[config.mk]
export PLATFORM = sky130hd
export DESIGN_NAME = burst_ram_arbiter
export DESIGN_NICKNAME = d
export VERILOG_FILES = /design/src/rtl/burst_ram_arbiter.sv
export SDC_FILE = /design/constraint.sdc
export NUM_CORES = 1
export LEC_CHECK = 0
export BUFFER_PORTS_ARGS = -buffer_cell sky130_fd_sc_hd__buf_2
export CAP_MARGIN = 0
export CORE_AREA = 10 10 180 182
export CTS_CLUSTER_DIAMETER = 100
export DETAILED_ROUTE_END_ITERATION = 10
export DIE_AREA = 0 0 190 192
export GPL_TIMING_DRIVEN = 0
export SETUP_SLACK_MARGIN = 0.4
export SLEW_MARGIN = 40
export SYNTH_ARGS = -nofsm -noshare
export SYNTH_HDL_FRONTEND = slang
export SYNTH_SLANG_ARGS = --single-unit
[constraint.sdc]
create_clock -name clk -period 3.89 [get_ports clk]
set_input_delay 0.5835 -clock clk [delete_from_list [all_inputs] [get_ports clk]]
set_output_delay 0.5835 -clock clk [all_outputs]
set_load 0.01 [all_outputs]
[src/rtl/burst_ram_arbiter.sv]
// burst_ram_arbiter: shares one burst RAM between two cache ports.
// Arbitrates and forwards the command plus the 4-beat write burst.
// Read beats go back to the owner, and the minimum spacing between
// RAM commands is enforced.
// Optional macro BURST_RAM_ARBITER_FIXED_PRIORITY_EN: when defined,
// m0 wins every tie and m1 can starve. Default is round-robin.
// Ports:
//   m0_*/m1_* : requester command, write-data and read-return ports.
//   br_*      : burst RAM controller command and data interface.
module burst_ram_arbiter #(
  parameter int BURST_RAM_DEPTH_BITWIDTH = 21,
  parameter int BURST_BEATS              = 4,
  parameter int COMMAND_DELAY_INTERVAL   = 13
) (
  input  logic                                clk,
  input  logic                                rst,
  input  logic                                m0_cmd,
  input  logic                                m0_cmd_en,
  output logic                                m0_cmd_ready,
  input  logic [BURST_RAM_DEPTH_BITWIDTH-1:0] m0_addr,
  input  logic [63:0]                         m0_wr_data,
  input  logic [7:0]                          m0_data_mask,
  output logic [63:0]                         m0_rd_data,
  output logic                                m0_rd_data_valid,
  input  logic                                m1_cmd,
  input  logic                                m1_cmd_en,
  output logic                                m1_cmd_ready,
  input  logic [BURST_RAM_DEPTH_BITWIDTH-1:0] m1_addr,
  input  logic [63:0]                         m1_wr_data,
  input  logic [7:0]                          m1_data_mask,
  output logic [63:0]                         m1_rd_data,
  output logic                                m1_rd_data_valid,
  output logic                                br_cmd,
  output logic                                br_cmd_en,
  output logic [BURST_RAM_DEPTH_BITWIDTH-1:0] br_addr,
  output logic [63:0]                         br_wr_data,
  output logic [7:0]                          br_data_mask,
  input  logic [63:0]                         br_rd_data,
  input  logic                                br_rd_data_valid
);

  localparam int AW = BURST_RAM_DEPTH_BITWIDTH;
  localparam logic [1:0] LAST_BEAT = 2'(BURST_BEATS - 1);
  localparam logic [5:0] DLY       = 6'(COMMAND_DELAY_INTERVAL);

  typedef enum logic [1:0] {
    S_IDLE,
    S_WRITE,
    S_READ
  } state_t;

  typedef enum logic [1:0] {
    OWN_NONE,
    OWN_M0,
    OWN_M1
  } own_t;

  state_t          state_q, state_d;
  own_t            owner_q, owner_d;
  own_t            last_q, last_d;
  own_t            grant;
  own_t            tie;
  logic [1:0]      beat_q, beat_d;
  logic [5:0]      dly_q, dly_d;
  logic            cmd_q, cmd_d;
  logic            cmd_en_q, cmd_en_d;
  logic [AW-1:0]   addr_q, addr_d;
  logic [63:0]     wdata_q, wdata_d;
  logic [7:0]      mask_q, mask_d;
  logic            can_acc;
  logic            acc0, acc1;
  logic            vld0, vld1;

`ifdef BURST_RAM_ARBITER_FIXED_PRIORITY_EN
  assign tie = OWN_M0;
`else
  assign tie = (last_q == OWN_M0) ? OWN_M1 : OWN_M0;
`endif

  always_comb begin
    grant = OWN_NONE;
    unique case ({m1_cmd_en, m0_cmd_en})
      2'b01:   grant = OWN_M0;
      2'b10:   grant = OWN_M1;
      2'b11:   grant = tie;
      default: grant = OWN_NONE;
    endcase
  end

  assign can_acc = !rst && (state_q == S_IDLE) && (dly_q == 6'd0);
  assign m0_cmd_ready = can_acc && (grant == OWN_M0);
  assign m1_cmd_ready = can_acc && (grant == OWN_M1);
  assign acc0 = m0_cmd_ready && m0_cmd_en;
  assign acc1 = m1_cmd_ready && m1_cmd_en;

  always_comb begin
    state_d  = state_q;
    owner_d  = owner_q;
    last_d   = last_q;
    beat_d   = beat_q;
    dly_d    = (dly_q != 6'd0) ? dly_q - 6'd1 : dly_q;
    cmd_en_d = 1'b0;
    cmd_d    = cmd_q;
    addr_d   = addr_q;
    wdata_d  = wdata_q;
    mask_d   = mask_q;
    vld0     = 1'b0;
    vld1     = 1'b0;
    unique case (state_q)
      S_IDLE: begin
        if (acc0 || acc1) begin
          owner_d  = acc0 ? OWN_M0 : OWN_M1;
          last_d   = owner_d;
          cmd_en_d = 1'b1;
          // Loading here makes the counter read DLY in the pulse cycle.
          dly_d    = DLY;
          cmd_d    = acc0 ? m0_cmd : m1_cmd;
          addr_d   = acc0 ? m0_addr : m1_addr;
          wdata_d  = acc0 ? m0_wr_data : m1_wr_data;
          mask_d   = acc0 ? m0_data_mask : m1_data_mask;
          if (cmd_d) begin
            state_d = S_WRITE;
            beat_d  = 2'd1;
          end else begin
            state_d = S_READ;
            beat_d  = 2'd0;
          end
        end
      end
      S_WRITE: begin
        wdata_d = (owner_q == OWN_M1) ? m1_wr_data : m0_wr_data;
        if (beat_q == LAST_BEAT) begin
          state_d = S_IDLE;
          owner_d = OWN_NONE;
          beat_d  = 2'd0;
        end else begin
          beat_d = beat_q + 2'd1;
        end
      end
      S_READ: begin
        if (br_rd_data_valid) begin
          vld0 = (owner_q == OWN_M0);
          vld1 = (owner_q == OWN_M1);
          if (beat_q == LAST_BEAT) begin
            state_d = S_IDLE;
            owner_d = OWN_NONE;
            beat_d  = 2'd0;
          end else begin
            beat_d = beat_q + 2'd1;
          end
        end
      end
      default: begin
        state_d = S_IDLE;
        owner_d = OWN_NONE;
      end
    endcase
  end

  always_ff @(posedge clk) begin
    if (rst) begin
      state_q  <= S_IDLE;
      owner_q  <= OWN_NONE;
      last_q   <= OWN_M1;
      beat_q   <= 2'd0;
      dly_q    <= 6'd0;
      cmd_en_q <= 1'b0;
      cmd_q    <= 1'b0;
      addr_q   <= '0;
      wdata_q  <= 64'd0;
      mask_q   <= 8'hFF;
    end else begin
      state_q  <= state_d;
      owner_q  <= owner_d;
      last_q   <= last_d;
      beat_q   <= beat_d;
      dly_q    <= dly_d;
      cmd_en_q <= cmd_en_d;
      cmd_q    <= cmd_d;
      addr_q   <= addr_d;
      wdata_q  <= wdata_d;
      mask_q   <= mask_d;
    end
  end

  assign br_cmd_en    = cmd_en_q;
  assign br_cmd       = cmd_q;
  assign br_addr      = addr_q;
  assign br_wr_data   = wdata_q;
  assign br_data_mask = mask_q;

  assign m0_rd_data       = br_rd_data;
  assign m1_rd_data       = br_rd_data;
  assign m0_rd_data_valid = vld0 && !rst;
  assign m1_rd_data_valid = vld1 && !rst;

endmodule

==> out/summary.txt, run 1 <==
Status = finished, final reports clean
Clk network pwr share = 22.5%
Most common library cell in the layout ignoring fill and taps = buf_2
Final setup margin = 0.680 ns
Max capacitance violation total = 0
Port Buffers = 419
Clk_skew = 0.0125 ns
Clk Tree Root Cell = clkbuf_16
Avg Cell Area, Syn = 9.17 um2
DRT Pass-1 Iters = 5
Floorplan Core Area = 0.0286 mm2
H-tree Lvls = 3
Type of the worst min-delay path = in -> reg
Initial Utilization = 23.1%
Final period utilization = 82.5%
Initial antenna violation count = 7
Clock Path Buffers = 2
Flop pwr share = 31.2%
WHS Path Cells = 3
Wire length per cell = 18.9 um
GPL Wtd Cong = 0.805
Reg clk slew, reported paths = 0.08 ns
Total gr overflow = 0
HPWL after DPL = 24000 um
Vias in the first global route = 7146
R2R cell count = 9
DR vias/cell = 4.50
Full die area = 0.0365 mm2
WL final = 29100 um
Int Power = 2950 uW
Die height = 192 um
CP Capture Point = m0_cmd_ready
Gates resized, CTS repair = 0
LEAKAGE = 0.00495 uW
Clk_lat worst skew = 0.36 ns
Critical path fanouts, max = 10
Commonest non-fill, non-tap cells in the layout = buf_2, buf_4, mux2i_1
Max Freq = 312 MHz
Netlist Area Pre-Place = 0.00660 mm2
# rows = 62
IR drop worst, VDD = 0.000212 V
Width of the die = 190 um
Post-synth EDFFs = 0
Final setup violation count = 0
R2r endpoint = br_wr_data[3]
Beginning of the critical path = state_q[0]
FILL cells = 3039
Non-filler instance count after layout = 1545
Sw frac = 39.8%
Post-synthesis sequential area ratio = 33.1%
Sw power = 1950 uW
Via count = 6951
Pwr per Cell Area = 513 mW/mm2
Final-stage net count = 1415
Post-CTS setup buffers = 0
#FFs+latches synth = 109
CTS Buf Count = 9
Cells after synthesis = 720
Worst-margin pin slew = 0.825 ns
P&R area growth vs syn = 44.7%
Dominant synthesized flop cell = dfxtp_1
Worst Setup End Kind = output pin
Antenna Nets Post-Route = 0
Slew Viols, Final = 0
Critical R2R Launch = state_q[0]
Logic pwr share = 46.4%
Synth Net Count = 984
DRT iter0 DRCs = 268
R2r setup slk = 1.18 ns
Hold WS = 0.421 ns
Worst slew margin = 45.0%
Final hold violation count = 0
Synth unique cells = 49
Critical path class = reg -> out
Largest net degree at the start of global routing = 21
Layout cells sized above 1 = 50.8%
DRC viols = 0
Asr flop ratio synth = 0%
Setup_tns = 0 ns
Pwr Total = 4900 uW
CP required = 3.31 ns
Crit path DAT = 2.63 ns
Startpoint types = flip-flop
I/O pins = 484
Setup repair after global routing missed its margin = false
First-pass GRT wire length = 42100 um
CTS tree = built
Warning count from the yosys run = 0
Place WS = 1.04 ns
Total GRT Usage = 14.6%
Placed cells = 1523
Fin crit period = 3.21 ns
# hold bufs at CTS = 0
Clock Sinks = 109
stage by stage:
| step | utilization [%] | area (um2) |
|---|---|---|
| global placement | 32.1 | 9180 |
| detailed placement | 32.1 | 9190 |
| CTS | 33.3 | 9530 |
| finish | 33.4 | 9550 |
| floorplan | - | 6600 |
| global route | 33.4 | 9550 |
how the worst min path moves through the flow:
| stage | startpoint | to | slack [ns] |
|---|---|---|---|
| global placement | br_data_mask[6] | br_data_mask[6] | 0.43 |
| finish | m0_addr[18] | br_addr[18] | 0.42 |
| CTS | m0_addr[4] | br_addr[4] | 0.40 |
| detailed placement | br_data_mask[0] | br_data_mask[0] | 0.43 |
| floorplan | last_q[0] | last_q[0] | 0.44 |
| global route | m0_addr[18] | br_addr[18] | 0.41 |
cell usage after synthesis, types with 2 or more instances:
master,n,area (um2)
mux2i_1,130,1300
buf_4,129,968
dfxtp_1,109,2180
nand2_1,105,394
o221ai_1,64,561
clkbuf_1,29,109
a22oi_1,21,158
a21oi_1,20,100
o21ai_0,11,55.1
inv_1,9,33.8
a221oi_1,8,70.1
nor2_1,8,30.0
nor2b_1,8,50.1
buf_1,7,26.3
buf_6,7,78.8
ha_1,7,87.6
buf_2,5,25.0
nand4_1,4,25.0
xnor2_1,4,35.0
nand2b_1,2,12.5
nand3b_1,2,15.0
nor3_1,2,10.0
o31ai_1,2,15.0
o32ai_1,2,17.5
final cells by class:
| class | count | area (um2) | area share, % |
|---|---|---|---|
| Clock buffer | 9 | 225 | 2.36 |
| Antenna cell | 5 | 12.5 | 0.131 |
| Multi-Input combinational cell | 424 | 3190 | 33.3 |
| Timing Repair Buffer | 420 | 2100 | 22.0 |
| Clock inverter | 7 | 116 | 1.22 |
| Tap cell | 384 | 480 | 5.03 |
| Inverter | 10 | 37.5 | 0.393 |
| Sequential cell | 109 | 2180 | 22.8 |
| Buffer | 177 | 1210 | 12.7 |
power by group through the flow:
| stage | Sequential, uW | Clock, uW | Combinational (uW) |
|---|---|---|---|
| finish | 1530 | 1100 | 2270 |
| global placement | 1540 | 0 | 2260 |
| detailed placement | 1550 | 0 | 2300 |
| floorplan | 1630 | 0 | 1390 |
| CTS | 1530 | 1150 | 2300 |
| global route | 1560 | 1180 | 2500 |
critical path, stage by stage, from the launching register on:
cell and delay [ns]:
dfxtp_1 0.33, inv_1 0.11, ha_1 0.35, and4bb_1 0.32, nand4_1 0.11, buf_2 0.25, inv_2 0.15, clkbuf_1 0.42
buf_2 0.23
layer usage:
metal	vias up	global-route usage, %	wire [um]
li1	3352	-	-
met1	3285	16.2	11500
met2	284	25.6	14700
met3	28	4.70	2430
met4	2	5.16	500
met5	-	0	13
registers in the layout (all words and copies together), names as in the netlist:
signal	cells
br_wr_data	64
br_addr	21
br_data_mask	8
dly_q	6
beat_q	2
last_q	2
owner_q	2
state_q	2
br_cmd	1
br_cmd_en	1
cells by family after synthesis:
logic type | Yosys count | synth area share [%]
multiplexers | 131 | 19.9
AND/OR/NAND/NOR | 141 | 9.48
XOR/XNOR | 5 | 0.663
AO/OA/AOI/OAI | 140 | 16.7
buffers and inverters | 187 | 18.9
adder cells (fa/ha/maj) | 7 | 1.33
flip-flops | 109 | 33.1
No activity file was read; power rests on OpenSTA's default activity.
==> inputs of run 2 (changes only) <==
==> constraint.sdc (replaced) <==
create_clock -name clk -period 2.8 [get_ports clk]
set_input_delay 0.42 -clock clk [delete_from_list [all_inputs] [get_ports clk]]
set_output_delay 0.42 -clock clk [all_outputs]
set_load 0.01 [all_outputs]
==> run 2 against run 1 <==
Against the previous run:
- utilization increased by 0.58 points
- power increased by 42%
- setup slack got worse by 0.16 ns
- final cell count up 0.45%
- register-to-register slack got worse by 0.63 ns
- sequential share of layout area shrank 0.32 points
- design area increased by 1.7%
- global-route usage about the same
- wire length is 0.15% higher
- count of clock-buffer cells in the layout unchanged
- clock power grew 39%
- largest cell class unchanged
- largest power group unchanged
==> out/summary.txt, run 2 (synthesized netlist as in run 1, its figures left out) <==
Status = finished, final reports clean
Die height = 192 um
Critical path fanouts, max = 9
CTS Buf Count = 9
Vias in the first global route = 7135
# rows = 62
Worst slew margin = 50.2%
Initial Utilization = 23.1%
DR WL met3 = 2360 um
Antenna Nets Post-Route = 0
Type of the worst min-delay path = in -> reg
Clock Path Buffers = 2
WL final = 29200 um
Total gr overflow = 0
Reg clk slew, reported paths = 0.08 ns
# hold bufs at CTS = 0
Via count = 6962
Final-stage net count = 1422
Initial antenna violation count = 7
Commonest non-fill, non-tap cells in the layout = buf_2, buf_4, mux2i_1
Total GRT Usage = 14.6%
DRT Pass-1 Iters = 4
Final hold violation count = 0
Setup_tns = 0 ns
Clk_skew = 0.0129 ns
Startpoint types = flip-flop
Width of the die = 190 um
Final setup violation count = 0
CP required = 2.38 ns
Layout cells sized above 1 = 53.3%
Max capacitance violation total = 0
HPWL after DPL = 24000 um
H-tree Lvls = 3
Final core utilization = 33.9%
Pwr per Cell Area = 717 mW/mm2
IR drop worst, VDD = 0.000296 V
Floorplan Core Area = 0.0286 mm2
Max reg flops = 64
DR vias/cell = 4.49
Most common library cell in the layout ignoring fill and taps = buf_2
WL met1 = 11600 um
Final period utilization = 81.6%
Clock Sinks = 109
DRT iter0 DRCs = 261
Largest net degree at the start of global routing = 21
Slew Viols, Final = 0
CTS tree = built
Full die area = 0.0365 mm2
Placed cells = 1523
DRC viols = 0
Non-filler instance count after layout = 1552
First-pass GRT wire length = 42200 um
Clk_lat worst skew = 0.36 ns
Wire length per cell = 18.8 um
Pwr Total = 6970 uW
Port Buffers = 419
Critical path class = reg -> out
Crit path DAT = 1.86 ns
Setup repair after global routing missed its margin = true
LEAKAGE = 0.00503 uW
Met2 WL = 14800 um
GPL Wtd Cong = 0.805
P&R area growth vs syn = 47.2%
Clk Tree Root Cell = clkbuf_16
Worst Setup End Kind = output pin
Max Freq = 438 MHz
I/O pins = 484
Worst-margin pin slew = 0.748 ns
Uppermost layer routed = met5
Fin crit period = 2.28 ns
-- run 2: cell type report --
| class | instances | area, um2 |
|---|---|---|
| Antenna cell | 5 | 12.5 |
| Sequential cell | 109 | 2190 |
| Clock inverter | 7 | 116 |
| Tap cell | 384 | 480 |
| Clock buffer | 9 | 225 |
| Multi-Input combinational cell | 424 | 3210 |
| Inverter | 10 | 45.0 |
| Buffer | 177 | 1280 |
| Fill cell | 3026 | 18900 |
| Timing Repair Buffer | 427 | 2160 |
-- run 2: repair_timing --
action / in CTS / in global routing
gates resized for setup: 29 / 24
pin swaps: 2 / 5
gates cloned: 0 / 0
setup buffers: 2 / 6
setup endpoints to repair: 86 / 66
-- run 2: routing by layer --
| layer | GRT usage (%) | vias to the layer above |
|---|---|---|
| met4 | 4.98 | 2 |
| met1 | 16.3 | 3293 |
| li1 | - | 3363 |
| met2 | 25.7 | 280 |
| met5 | 0 | - |
| met3 | 4.72 | 24 |
-- run 2: per-stage QoR --
stage               cell area, um2  hold slack (ns)  setup slack [ns]
floorplan                     6600            0.445             0.696
global placement              9180            0.430            0.0349
detailed placement            9190            0.432            0.0630
CTS                           9630            0.235             0.395
global route                  9720            0.247             0.382
finish                        9720            0.258             0.516
-- run 2: worst max-delay path, cell delays in order, from the launching register on --
cell and delay, ns:
dfxtp_4 0.37, inv_2 0.06, ha_2 0.17, and4bb_2 0.27, nand4_1 0.13, buf_6 0.20, inv_8 0.08, clkbuf_16 0.14
buf_6 0.10
-- run 2: power breakdown --
group	switching [uW]	leakage [uW]	internal [uW]
sequential	222	0.000887	1920
clock	715	0.000167	813
combinational	1800	0.00398	1500
-- run 2: path summary, 6_finish.rpt --
kind / startpoint / endpoint / slack, ns / cells past startpoint
hold reg to reg: br_data_mask[0] / br_data_mask[0] / 0.44 / 2
hold / removal: m0_addr[18] / br_addr[18] / 0.26 / 3
setup / recovery: dly_q[0] / m0_cmd_ready / 0.52 / 8
setup reg to reg: state_q[0] / br_wr_data[3] / 0.55 / 9
